File: src/rtl/lab1_tdm_demux.sv
// Receive-side 4:1 TDM demultiplexer: locks to slot-0 sync, steers slots into q, one frame_valid per frame.
// Optional TDM_PARITY_EN adds a fifth even-parity slot and the parity_err pulse.
module lab1_tdm_demux #(
    parameter int MISS_MAX = 2
) (
    input  logic       clk,
    input  logic       rst,
    input  logic       en,
    input  logic       din,
    input  logic       sync,
    output logic [3:0] q,
    output logic       frame_valid,
    output logic [2:0] sel,
    output logic       locked,
    output logic       sync_err,
    output logic       parity_err
);

`ifdef TDM_PARITY_EN
    localparam int N = 5;
`else
    localparam int N = 4;
`endif

    typedef enum logic {HUNT = 1'b0, LOCKED = 1'b1} state_t;

    state_t       state_q, state_d;
    logic [2:0]   sel_q, sel_d;
    logic [2:0]   miss_q, miss_d;
    logic [N-1:0] buf_q, buf_d, buf_wr;
    logic [3:0]   q_q, q_d;
    logic         fv_q, fv_d;
    logic         serr_q, serr_d;
    logic         perr_q, perr_d;

    always_comb begin
        state_d = state_q;
        sel_d   = sel_q;
        miss_d  = miss_q;
        buf_d   = buf_q;
        q_d     = q_q;
        fv_d    = 1'b0;
        serr_d  = 1'b0;
        perr_d  = 1'b0;
        buf_wr  = buf_q;
        for (int k = 0; k < N; k++) begin
            if (sel_q == 3'(k)) buf_wr[k] = din;
        end

        if (en) begin
            unique case (state_q)
                HUNT: begin
                    if (sync) begin
                        buf_d[0] = din;
                        sel_d    = 3'd1;
                        miss_d   = 3'd0;
                        state_d  = LOCKED;
                    end
                end
                LOCKED: begin
                    if (sync && sel_q != 3'd0) begin
                        // Misplaced marker: restart the frame on this bit
                        serr_d   = 1'b1;
                        buf_d[0] = din;
                        sel_d    = 3'd1;
                        miss_d   = 3'd0;
                    end else if (sel_q == 3'd0) begin
                        buf_d[0] = din;
                        if (sync) begin
                            miss_d = 3'd0;
                            sel_d  = 3'd1;
                        end else if (miss_q + 3'd1 >= 3'(MISS_MAX)) begin
                            state_d = HUNT;
                            sel_d   = 3'd0;
                            miss_d  = 3'd0;
                        end else begin
                            // Flywheel through a missing marker
                            miss_d = miss_q + 3'd1;
                            sel_d  = 3'd1;
                        end
                    end else begin
                        buf_d = buf_wr;
                        if (sel_q == 3'(N - 1)) begin
                            q_d   = buf_wr[3:0];
                            fv_d  = 1'b1;
                            sel_d = 3'd0;
`ifdef TDM_PARITY_EN
                            perr_d = ^buf_wr;
`endif
                        end else begin
                            sel_d = sel_q + 3'd1;
                        end
                    end
                end
                default: state_d = HUNT;
            endcase
        end
    end

    always_ff @(posedge clk) begin
        if (rst) begin
            state_q <= HUNT;
            sel_q   <= 3'd0;
            miss_q  <= 3'd0;
            buf_q   <= '0;
            q_q     <= 4'd0;
            fv_q    <= 1'b0;
            serr_q  <= 1'b0;
            perr_q  <= 1'b0;
        end else begin
            state_q <= state_d;
            sel_q   <= sel_d;
            miss_q  <= miss_d;
            buf_q   <= buf_d;
            q_q     <= q_d;
            fv_q    <= fv_d;
            serr_q  <= serr_d;
            perr_q  <= perr_d;
        end
    end

    assign q           = q_q;
    assign frame_valid = fv_q;
    assign sel         = sel_q;
    assign locked      = (state_q == LOCKED);
    assign sync_err    = serr_q;
`ifdef TDM_PARITY_EN
    assign parity_err  = perr_q;
`else
    assign parity_err  = 1'b0;
`endif

endmodule

File: config.mk
export PLATFORM = sky130hd
export DESIGN_NAME = lab1_tdm_demux
export DESIGN_NICKNAME = d
export VERILOG_FILES = /design/src/rtl/lab1_tdm_demux.sv
export SDC_FILE = /design/constraint.sdc
export NUM_CORES = 1
export LEC_CHECK = 0
export ABC_AREA = 1
export CAP_MARGIN = 20
export CORE_MARGIN = 1.5
export CORE_UTILIZATION = 33
export CTS_CLUSTER_SIZE = 8
export DETAILED_ROUTE_END_ITERATION = 10
export HOLD_SLACK_MARGIN = 0.1
export PLACE_DENSITY = 0.58
export SYNTH_ARGS = -nofsm -noshare
export SYNTH_HDL_FRONTEND = slang
export SYNTH_SLANG_ARGS = --single-unit
File: constraint.sdc
create_clock -name clk -period 1.14 [get_ports clk]
set_input_delay 0.114 -clock clk [delete_from_list [all_inputs] [get_ports clk]]
set_output_delay 0.114 -clock clk [all_outputs]
set_load 0.02 [all_outputs]
; After elaboration in Yosys (flattened, before gate mapping)
; Index checks and enable logic that the tools add are counted.
[totals]
ff_bits = 17
out_inout_bits = 11
[classes]
addsub = 2
n_lt_le_gt_ge = 1
eq_ne = 5
muxes = 28
bitwise_logic = 4
n_reduce_logical = 9
[op_table]
columns = op, count
row1 = $mux W3, 9
row2 = $mux W1, 15
row3 = $pmux W3 S2, 2
row4 = $add A3 B1 Y3 const B, 2
row5 = $eq A3 B2 Y1 const B, 2
row6 = $reduce_and A5 Y1, 1
row7 = $reduce_or A5 Y1, 1
row8 = $not A1 Y1, 4
row9 = $pmux W1 S2, 2
row10 = $reduce_and A4 Y1, 1
row11 = $eq A3 B1 Y1 const B, 1
row12 = $ge A3 B2 Y1 const B, 1
row13 = $logic_not A3 Y1, 1
row14 = $ne A3 B1 Y1 const B, 1
row15 = $reduce_and A3 Y1, 1
row16 = $reduce_bool A3 Y1, 1
row17 = $reduce_or A3 Y1, 1
row18 = $ne A2 B2 Y1 const B, 1
row19 = $reduce_and A2 Y1, 1
row20 = $logic_and A1 B1 Y1, 1

; Logic depth before layout (Yosys ltp)
[logic_depth]
depth_word = 7
depth_mapped = 9

; Worst setup path after synthesis
; Ideal clock, no wire load.
[synth_path]
kind = reg-to-reg
startpoint = register sel_q[0] (netlist: sel[0])
endpoint = register q_q[0] (netlist: q[0])
t_arrival_ns = 1.322
required_ns = 1.082
setup_slack_ns = -0.240
stages_incl_launch_ff = 8
n_path_buf = 0
period_less_slack_ns = 1.380
cell_sequence = dfxtp_1 > inv_1 > ha_1 > nand2_4 > nand3_4 > nor3_4 > nand2_1 > nand2_1
[synth_between]
elab_chain_len = 4
elab_cells_between_ends = 7
[synth_rtl]
columns = element, line
row1 = "start, declared", 28  ; logic [2:0] sel_q, sel_d;
row2 = "start signal, assigned", 112  ; sel_q <= sel_d;
row3 = $reduce_bool A3 Y1, 61  ; if (sync && sel_q != 3'd0) begin
row4 = $logic_and A1 B1 Y1, 61
row5 = $not A1 Y1 (no line), -
row6 = $reduce_and A5 Y1 (no line) *, -
row7 = "end signal, assigned", 115  ; q_q <= q_d;
row8 = "end, declared", 31  ; logic [3:0] q_q, q_d;
; Every way passes the cells marked *; elsewhere a longest branch is shown, timed or not.
; A chain may end at the register's enable or synchronous reset.

; Final worst setup path
; Same ends and word-level chain as after synthesis.

==> impl_metrics.toml <==
[power]
p_sw_mw = 0.3326
ir_worst_vdd_v = 0.0006164
switching_share_pct = 27.23
power_frac_comb_pct = 20.5
power_leakage_nw = 0.6301
total_power_mw = 1.221
intPower_mw = 0.8886
power.share.clock_pct = 31.5
pwr_density_cell_nw_per_um2 = 901.2
power_frac_seq_pct = 47.9

[floorplanning]
io-pin-count = 16
dieArea_um2 = 2735
die_h_um = 52.30
start_util_pct = 35.57
fp.dieW_um = 52.30
core.rowCount = 17
core-area_um2 = 2255

[route]
drtIter0Drc = 12
post_drt_via_cell_ratio = 4.669
drtPass1Iterations = 4
ant_nets = 0
drc = 0
totalWireLength_mm = 2.116
wl_per_cell_um = 11.89
vias = 831

[sta]
finalMaxSlewViolations = 0
final.setup.worst_slack_ns = -0.09386
setup_viol = 12
rsz0062_at_grt = "yes"
max_freq_ghz = 0.8105
finClkSkew_ns = 0.006515
min_period_ns = 1.234
finalHoldViolCount = 0
min_period_over_period_pct = 108.2
fin_setup_tns_ns = -0.5534

[critical_path]
critPathSlowestCell = "dfxtp_4"
arrival_ns = 1.48
worstPathCellList = "ha_4 -> inv_2 -> nor2_4 -> inv_2 -> nor3_4 -> nand2_1 -> nand2_1"
critical-path-max-stage-delay_ns = 0.40
crit_required_ns = 1.38
criticalPathCategory = "reg -> reg"
crit_path_max_fanout = 5
cp-end-kind = "flip-flop"
cp-start-kind = "flip-flop"

[global_routing]
grt_pass1_wl_mm = 2.994
grtUsageTotal_pct = 14.87
grt_pass1_vias = 739
antenna_found_initial = 0
grt_max_degree = 10
overflow = 0

[flow_run]
maxCapViolations = 0

[final_layout]
n_antenna_cell = 0
area_growth_pct = 68.95
n_fill_cell = 213
fin_nets = 162
final_area_um2 = 1355
drive_above_1_share_pct = 51.33
post-route-util_pct = 60.10

[yosys]
yosysTopAreaCellShare_pct = 39.94
synth_most_common_cell = "nand2_1"
yosys_register_bits = 16
synth_warnings = 0
synth_commonest_cells = "32 x nand2_1, 16 x dfxtp_1, 15 x inv_1, 8 x nor2_1, 7 x nand3_1"
synth-edff-count = 0
synth_cell_types = 19
yosysSeqAreaShare_pct = 39.94
synth_area_leader_cell = "dfxtp_1"
synthArstFlopShare_pct = 0
syn-cell-area_um2 = 802.0
synth_ff_type = "dfxtp_1"
synth.avg_cell_area_um2 = 7.291
synth.area.top_cells = "dfxtp_1 40%, nand2_1 15%, ha_1 9.4%"
syn_inst = 110
synthesis.nets = 121

[clock_tree]
clock_latency_ns = 0.29
cts_tree = "yes"
cts-htree-levels = 1
cts-root-buf = "clkbuf_4"
clock_sinks = 16
clk_path_buf_depth = 2
numCtsBuffers = 3
path_clk_slew_ns = 0.10
hold_buffers = 0

[placement]
io_buffers = 14
dpl-instance-area_um2 = 1090
dpl.hpwl_mm = 1.317
gp_congestion = 0.8521

[min_path]
hp-class = "reg -> reg"

[status]
run_status = "complete, but fails checks"
violations = "setup timing"
## flip-flops by register name, indices dropped and copies added, names as in the netlist
name	cells
buf_q	3
q	4
sync_err	1
frame_valid	1
locked	1
sel	3
miss_q	3
## metrics by stage
stage          setup WS, ns  instances  hold WS [ns]
3_3_place_gp        -0.2044        163        0.4327
2_1_floorplan      -0.01499        110        0.2188
5_1_grt             -0.1591        178        0.4772
4_1_cts            -0.08408        171        0.4568
3_5_place_dp        -0.2167        163        0.4446
6_report           -0.09386        178        0.4524
## power groups by stage
stage	Sequential, mW	Clock (mW)	Combinational (mW)
3_3_place_gp	0.596	0	0.168
6_report	0.586	0.385	0.251
4_1_cts	0.584	0.389	0.195
2_1_floorplan	0.602	0	0.0916
5_1_grt	0.588	0.412	0.274
3_5_place_dp	0.596	0	0.168
## cells in the final DEF (no fill, tap or decap), types with 2 or more instances in the layout
| master | synthesis | layout |
|---|---|---|
| a21oi_2 | 1 | 5 |
| buf_4 | 1 | 20 |
| buf_6 | 0 | 4 |
| clkbuf_2 | 0 | 2 |
| clkbuf_4 | 0 | 3 |
| clkdlybuf4s50_1 | 0 | 4 |
| dfxtp_1 | 16 | 11 |
| dfxtp_2 | 0 | 3 |
| dfxtp_4 | 0 | 2 |
| dlygate4sd2_1 | 0 | 7 |
| ha_4 | 0 | 5 |
| inv_1 | 15 | 8 |
| inv_2 | 3 | 7 |
| inv_4 | 0 | 3 |
| nand2_1 | 32 | 26 |
| nand2_2 | 2 | 6 |
| nand2_4 | 1 | 3 |
| nand3_1 | 7 | 4 |
| nand3_2 | 0 | 3 |
| nor2_1 | 8 | 5 |
| nor2_2 | 1 | 2 |
| nor2_4 | 0 | 2 |
| o21ai_1 | 0 | 2 |
| o21ai_2 | 0 | 2 |
## metal layers
layer  share of wire [%]  track usage (%)
met3                 3.1            2.571
met1                  42            17.43
met2                  53            25.62
met5                   0                0
met4                 1.8            7.692
## area by class of cell
type,instances,area (µm²),share of cell area (%)
inverter,18,75.07,5.540
multi-input combinational,74,560.5,41.37
clock buffer,4,36.28,2.678
timing repair buffer,38,316.6,23.36
tap,28,35.03,2.585
sequential,16,331.6,24.47
## critical path: cells and delay by family, from the launching register on
| kind | cells | cell delay [ns] |
|---|---|---|
| flip-flops | 1 | 0.40 |
| AND/OR/NAND/NOR | 4 | 0.52 |
| buffers and inverters | 2 | 0.11 |
| adder cells (fa/ha/maj) | 1 | 0.14 |
## what timing repair did
item,CTS,global route
setup buffers,4,7
endpoints found under the setup margin,22,18
pin swaps,8,18
resized for setup,30,31
## cells by family after synthesis
logic type | count (synthesis) | synth area share, %
simple gates | 55 | 32.29
other cells | 1 | 0.4676
compound gates | 12 | 7.956
flops | 16 | 39.94
fa+ha+maj | 6 | 9.360
buf+inv | 20 | 9.984
## final timing paths
check	startpoint	to	slack, ns	cells past startpoint
max	sel[0]	q[0]	-0.09	7
min reg2reg	q[0]	q[0]	0.45	2
min	q[0]	q[0]	0.45	2
max reg2reg	sel[0]	q[0]	-0.09	7
Power figures use the tool's default switching activity.
